## config.mk

```make
export PLATFORM = sky130hd
export DESIGN_NAME = obstacle_spawner
export DESIGN_NICKNAME = d
export VERILOG_FILES = /design/src/rtl/obstacle_spawner.sv
export SDC_FILE = /design/constraint.sdc
export NUM_CORES = 1
export LEC_CHECK = 0
export ABC_AREA = 0
export BUFFER_PORTS_ARGS = -buffer_cell sky130_fd_sc_hd__buf_2
export CORE_MARGIN = 1.5
export CORE_UTILIZATION = 51
export DETAILED_ROUTE_END_ITERATION = 10
export PLACE_DENSITY = 0.73
export SETUP_SLACK_MARGIN = 0.4
export SLEW_MARGIN = 20
export SYNTH_ARGS = -nofsm -noshare
export SYNTH_HDL_FRONTEND = slang
export SYNTH_SLANG_ARGS = --single-unit
export TNS_END_PERCENT = 10
```

## constraint.sdc

```tcl
create_clock -name clk -period 2.16 [get_ports clk]
set_input_delay 0.216 -clock clk [delete_from_list [all_inputs] [get_ports clk]]
set_output_delay 0.216 -clock clk [all_outputs]
set_load 0.1 [all_outputs]
```

## src/rtl/obstacle_spawner.sv

```systemverilog
// Obstacle spawn scheduler: frame-based gap countdown, lowest-free-slot pick, LFSR sprite type.
// Optional OBSTACLE_SPAWN_PAIR_EN: two slots released together when lfsr[15] is set and two are free.
module obstacle_spawner #(
  parameter logic [15:0] SEED      = 16'hACE1,
  parameter int unsigned MIN_GAP   = 40,
  parameter logic [15:0] GAP_MASK  = 16'h003F,
  parameter logic [3:0]  TYPE_MASK = 4'h7
) (
  input  logic        clk,
  input  logic        rst,
  input  logic        i_frame_tick,
  input  logic [1:0]  i_game_state,
  input  logic [2:0]  i_slot_busy,
  output logic [2:0]  o_release,
  output logic [3:0]  o_sel1,
  output logic [3:0]  o_sel2,
  output logic [3:0]  o_sel3,
  output logic [15:0] o_spawn_count
);

  localparam logic [15:0] SEED_EFF   = (SEED == 16'h0000) ? 16'hACE1 : SEED;
  localparam logic [15:0] MIN_GAP_16 = MIN_GAP[15:0];

  typedef enum logic [1:0] {
    S_WAIT_GAP = 2'd0,
    S_PICK     = 2'd1,
    S_RELEASE  = 2'd2
  } state_t;

  function automatic logic [15:0] gap_load(input logic [15:0] lfsr);
    return MIN_GAP_16 + (lfsr & GAP_MASK);
  endfunction

  state_t      r_state;
  state_t      w_state_next;
  logic [15:0] r_lfsr;
  logic [15:0] r_gap_cnt;
  logic [2:0]  r_reserved;
  logic [2:0]  r_pick;
  logic [15:0] r_spawn_count;
  logic [3:0]  r_sel [3];

  logic        w_running;
  logic        w_idle;
  logic [15:0] w_lfsr_next;
  logic [2:0]  w_free;
  logic [2:0]  w_first;
  logic [2:0]  w_rest;
  logic [2:0]  w_second;
  logic        w_pair;
  logic [2:0]  w_pick_mask;
  logic [3:0]  w_type;
  logic [3:0]  w_type2;
  logic        w_do_pick;
  logic        w_tick_zero;
  logic        w_releasing;
  logic [2:0]  w_release;
  logic [1:0]  w_pick_cnt;
  logic [16:0] w_count_sum;
  logic [15:0] w_count_next;

  assign w_running   = (i_game_state == 2'd1);
  assign w_idle      = (i_game_state == 2'd0);
  assign w_lfsr_next = {1'b0, r_lfsr[15:1]} ^ (r_lfsr[0] ? 16'hB400 : 16'h0000);

  // A slot handed out last release stays reserved until the delegate reports it busy.
  assign w_free = ~i_slot_busy & ~r_reserved;

  // NOTE: every signal assigned in always_comb gets a default first, so no path can infer a latch.
  always_comb begin
    w_first = 3'b000;
    if (w_free[0])      w_first = 3'b001;
    else if (w_free[1]) w_first = 3'b010;
    else if (w_free[2]) w_first = 3'b100;
  end

  assign w_rest = w_free & ~w_first;

  always_comb begin
    w_second = 3'b000;
    if (w_rest[0])      w_second = 3'b001;
    else if (w_rest[1]) w_second = 3'b010;
    else if (w_rest[2]) w_second = 3'b100;
  end

`ifdef OBSTACLE_SPAWN_PAIR_EN
  assign w_pair = r_lfsr[15] && (w_second != 3'b000);
`else
  assign w_pair = 1'b0;
`endif

  assign w_pick_mask = w_first | (w_pair ? w_second : 3'b000);
  assign w_type      = r_lfsr[3:0] & TYPE_MASK;
  assign w_type2     = (w_type + 4'd1) & TYPE_MASK;
  assign w_do_pick   = (r_state == S_PICK) && w_running && (w_free != 3'b000);
  assign w_tick_zero = w_running && i_frame_tick && (r_gap_cnt == 16'd0);

  // State register
  always_ff @(posedge clk) begin
    if (rst) r_state <= S_WAIT_GAP;
    else     r_state <= w_state_next;
  end

  // Next-state logic; IDLE forces the scheduler back to its start point every cycle.
  always_comb begin
    w_state_next = r_state;
    case (r_state)
      S_WAIT_GAP: if (w_tick_zero) w_state_next = S_PICK;
      S_PICK:     if (w_do_pick)   w_state_next = S_RELEASE;
      S_RELEASE:                   w_state_next = S_WAIT_GAP;
      default:                     w_state_next = S_WAIT_GAP;
    endcase
    if (w_idle) w_state_next = S_WAIT_GAP;
  end

  // Output logic; a reset or IDLE arriving during RELEASE suppresses the pulse in that cycle.
  always_comb begin
    w_releasing = (r_state == S_RELEASE) && !rst && !w_idle;
    w_release   = w_releasing ? r_pick : 3'b000;
  end

  assign w_pick_cnt   = {1'b0, r_pick[0]} + {1'b0, r_pick[1]} + {1'b0, r_pick[2]};
  assign w_count_sum  = {1'b0, r_spawn_count} + {15'd0, w_pick_cnt};
  assign w_count_next = w_count_sum[16] ? 16'hFFFF : w_count_sum[15:0];

  // NOTE: sequential state uses non-blocking assignments so every register samples pre-edge values.
  always_ff @(posedge clk) begin
    if (rst) begin
      r_lfsr        <= SEED_EFF;
      r_gap_cnt     <= gap_load(SEED_EFF);
      r_reserved    <= 3'b000;
      r_pick        <= 3'b000;
      r_spawn_count <= 16'd0;
      // NOTE: this tiny select array is reset explicitly because the delegate reads it from power-up.
      for (int i = 0; i < 3; i++) r_sel[i] <= 4'd0;
    end else begin
      r_lfsr <= w_lfsr_next;
      if (w_idle) begin
        r_gap_cnt  <= gap_load(r_lfsr);
        r_reserved <= 3'b000;
      end else begin
        // Setting a reservation wins over a same-cycle busy clear.
        r_reserved <= (r_reserved & ~i_slot_busy) | w_release;
        if ((r_state == S_WAIT_GAP) && w_running && i_frame_tick && (r_gap_cnt != 16'd0))
          r_gap_cnt <= r_gap_cnt - 16'd1;
        if (w_releasing) begin
          r_gap_cnt     <= gap_load(r_lfsr);
          r_spawn_count <= w_count_next;
        end
        if (w_do_pick) begin
          r_pick <= w_pick_mask;
          for (int i = 0; i < 3; i++) begin
            if (w_first[i])                r_sel[i] <= w_type;
            else if (w_pair && w_second[i]) r_sel[i] <= w_type2;
          end
        end
      end
    end
  end

  assign o_release     = w_release;
  assign o_sel1        = r_sel[0];
  assign o_sel2        = r_sel[1];
  assign o_sel3        = r_sel[2];
  assign o_spawn_count = r_spawn_count;

endmodule
```

==> impl_metrics.csv <==
group,metric,value,unit
run_status,status,"completed",
synth,synth-edff-count,9,
place,place_area,3270,sq um
synth,yosys_most_used_dff,"dfxtp_1",
worst_setup_path,crit_slowest_cell,"fa_2",
worst_setup_path,cp-start-kind,"flip-flop",
synth,synthCells,305,
routing,wl,6.87,mm
place,dp_hpwl,4.11,mm
routing,drt-initial-drc-count,120,
final_layout,drive_gt1_frac,0.414,
cts,cts.reportedPaths.clkPinSlew,0.07,ns
timing,fmax,0.485,GHz
timing,fin_crit_sh,0.955,
floorplan,die_height,79.1,microns
floorplan,core_area,5540,sq um
synth,synthDominantCellAreaShare,0.379,
routing,vias,2434,
timing,finalSetupTns,0,ns
final_layout,stdcell_count,432,
power_and_ir_drop,p_per_area,643,nW/um^2
synth,avgSynthCellArea,9.69,sq um
timing,final_hold_viol_count,0,
routing,via_per_inst,5.63,
power_and_ir_drop,ir_drop,0.340,mV
grt,first_global_vias,2107,
floorplan,die_w,79.1,microns
grt,grt_antenna_before_repair,0,
final_layout,nets,370,
timing,setup_violations,0,
worst_setup_path,r2r_slack,0.1,ns
final_layout,nFillCells,390,
cts,htreeDepth,3,
final_layout,diodes,0,
place,dp_cells,404,
synth,ys_seq_area_frac,0.471,
cts,clk_path_buf_depth,2,
timing,skew,0.00722,ns
synth,synth_top_cell_by_area,"dfxtp_1",
run,maxCapViolations,0,
worst_setup_path,crit_required,2.37,ns
routing,wl_per_cell,15.9,microns
floorplan,die_area,6260,sq um
worst_setup_path,slowest_delay,0.58,ns
cts,clockRootBuffer,"clkbuf_8",
power_and_ir_drop,finalPower,2550,uW
synth,synth_seq_cells,65,
grt,grt_max_degree,42,
cts,clock_latency,0.33,ns
worst_setup_path,worstSetupPathType,"flip-flop to flip-flop",
final_layout,postLayoutCellArea,3960,sq um
synth,yosys.cell_count.top_type,"dfxtp_1",
synth,synth_common_cells,"dfxtp_1, nor2_1, a21oi_1, nand2_1, xnor2_1",
power_and_ir_drop,leakage,0.00149,uW
timing,rsz0062_at_grt,"true",
final_layout,fin_util,0.715,
cts,numCtsBuffers,9,
grt,gr-usage-all-layers,0.206,
hold_path,hold_path_class,"input port to flip-flop",
routing,ant_nets,0,
final_layout,syn_to_final_growth,34.0,%
synth,yosysWarnings,0,
grt,grt_pass1_wl,9.88,mm
routing,route.detailed.drc,0,
worst_setup_path,cpMostUsedCell,"fa_2",
worst_setup_path,crit_family,"adder cells",
timing,tightest_slew,0.610,ns
cts,cts_tree,"yes",
floorplan,initial_core_util,0.534,
synth,syn_area,2960,sq um
timing,relSlewSlack,0.592,
worst_setup_path,cp_cell_sequence,"fa_2 > ha_4 > fa_2 > nand2_4 > nor4_4 > and3_1 > mux2i_1 > nor2_1",
routing,drtPass1Iterations,4,
cts,cts_hold_buf,0,
timing,slew_viol_final,0,
worst_setup_path,arrival,2.27,ns
synth,async_flop_share,0,
floorplan,ios,39,
worst_setup_path,crit_fanout,3,
synth,ys_top_cells_by_area,"dfxtp_1, edfxtp_1, xnor2_1",
worst_setup_path,critPathCaptureType,"flip-flop",
synth,yosysUniqueCellTypes,62,
floorplan,std_cell_rows,27,
place,gp_congestion,0.822,
worst_setup_path,worst-path-buf-inv,0,
timing,min_period,2.06,ns
place,port-buffer-count,35,
cts,clock-sinks,65,
grt,overflow,0,
-- layout by cell type, fill, tap and decap left out, types with 6 or more instances in the layout --
| master | n |
|---|---|
| a21oi_1 | 12 |
| a21oi_2 | 6 |
| and3_1 | 7 |
| buf_2 | 32 |
| buf_4 | 8 |
| buf_6 | 6 |
| clkbuf_8 | 11 |
| dfxtp_1 | 39 |
| dfxtp_2 | 12 |
| edfxtp_1 | 9 |
| inv_1 | 10 |
| nand2_1 | 16 |
| nand3_1 | 12 |
| nor2_1 | 25 |
| nor2b_1 | 8 |
| nor3_1 | 6 |
| nor4_4 | 7 |
| or2_2 | 7 |
| xnor2_1 | 16 |
| xor2_1 | 6 |
-- worst paths after layout --
kind         startpoint          endpoint  depth (start not counted)
max           r_pick[2]  o_spawn_count[8]                          8
min                 rst         r_pick[1]                          2
max reg2reg   r_pick[2]  o_spawn_count[8]                          8
min reg2reg   r_lfsr[7]         r_lfsr[6]                          1
-- routing by layer --
metal / GRT usage / vias to the layer above / share of wire
met4: 0.0860 / 0 / 0.026
met2: 0.304 / 61 / 0.48
li1: - / 1188 / -
met5: 0 / - / 0
met3: 0.0563 / 16 / 0.040
met1: 0.282 / 1169 / 0.45
-- power by group --
| group | switching, uW | leakage (uW) | total [uW] | internal [uW] |
|---|---|---|---|---|
| clock | 435 | 0.000103 | 1030 | 593 |
| combinational | 170 | 0.000826 | 239 | 69.0 |
| sequential | 25.8 | 0.000558 | 1280 | 1250 |
-- timing repair --
action | CTS | global route
gates resized for setup | 6 | 78
setup buffers | 5 | 6
pin swaps | 3 | 47
endpoints found under the setup margin | 52 | 57
cloned | 1 | 0
-- through the flow --
| step | setup slack (ns) | hold slack, ns |
|---|---|---|
| after floorplan | -0.0550 | 0.336 |
| final | 0.0974 | 0.208 |
| after global placement | 0.0950 | 0.393 |
| after detailed placement | 0.00616 | 0.395 |
| after global routing | 0.00239 | 0.213 |
| after CTS | 0.0459 | 0.160 |
-- sequential cells by signal (all words and copies together), names as in the netlist --
| name | count |
|---|---|
| o_spawn_count | 16 |
| r_gap_cnt | 16 |
| r_sel | 9 |
| r_pick | 3 |
| r_state | 2 |
| r_lfsr | 16 |
| r_reserved | 3 |
-- cell type report --
| class | count | area, sq um | area share |
|---|---|---|---|
| clock buffers | 13 | 159 | 0.0401 |
| inverters | 10 | 37.5 | 0.00948 |
| multi-input cells | 220 | 1860 | 0.470 |
| well taps | 72 | 90.1 | 0.0227 |
| clock inverters | 3 | 40.0 | 0.0101 |
| repair buffers | 49 | 348 | 0.0878 |
| flip-flops and latches | 65 | 1430 | 0.360 |
-- logic make-up (layout without fill, tap and decap cells) --
kind of cell               count (synthesis)  after routing  share of synthesized area
and+or+nand+nor                          134            135                      0.266
muxes                                      3              3                     0.0102
buffers and inverters                     23             75                     0.0355
xor gates and xnor gates                  22             22                     0.0652
DFF                                       65             65                      0.471
other                                      1              3                    0.00127
adders and majority gates                  7              7                     0.0347
AOI/OAI and AO/OA                         50             50                      0.116
Note: power is estimated with default switching activity, not from simulation.
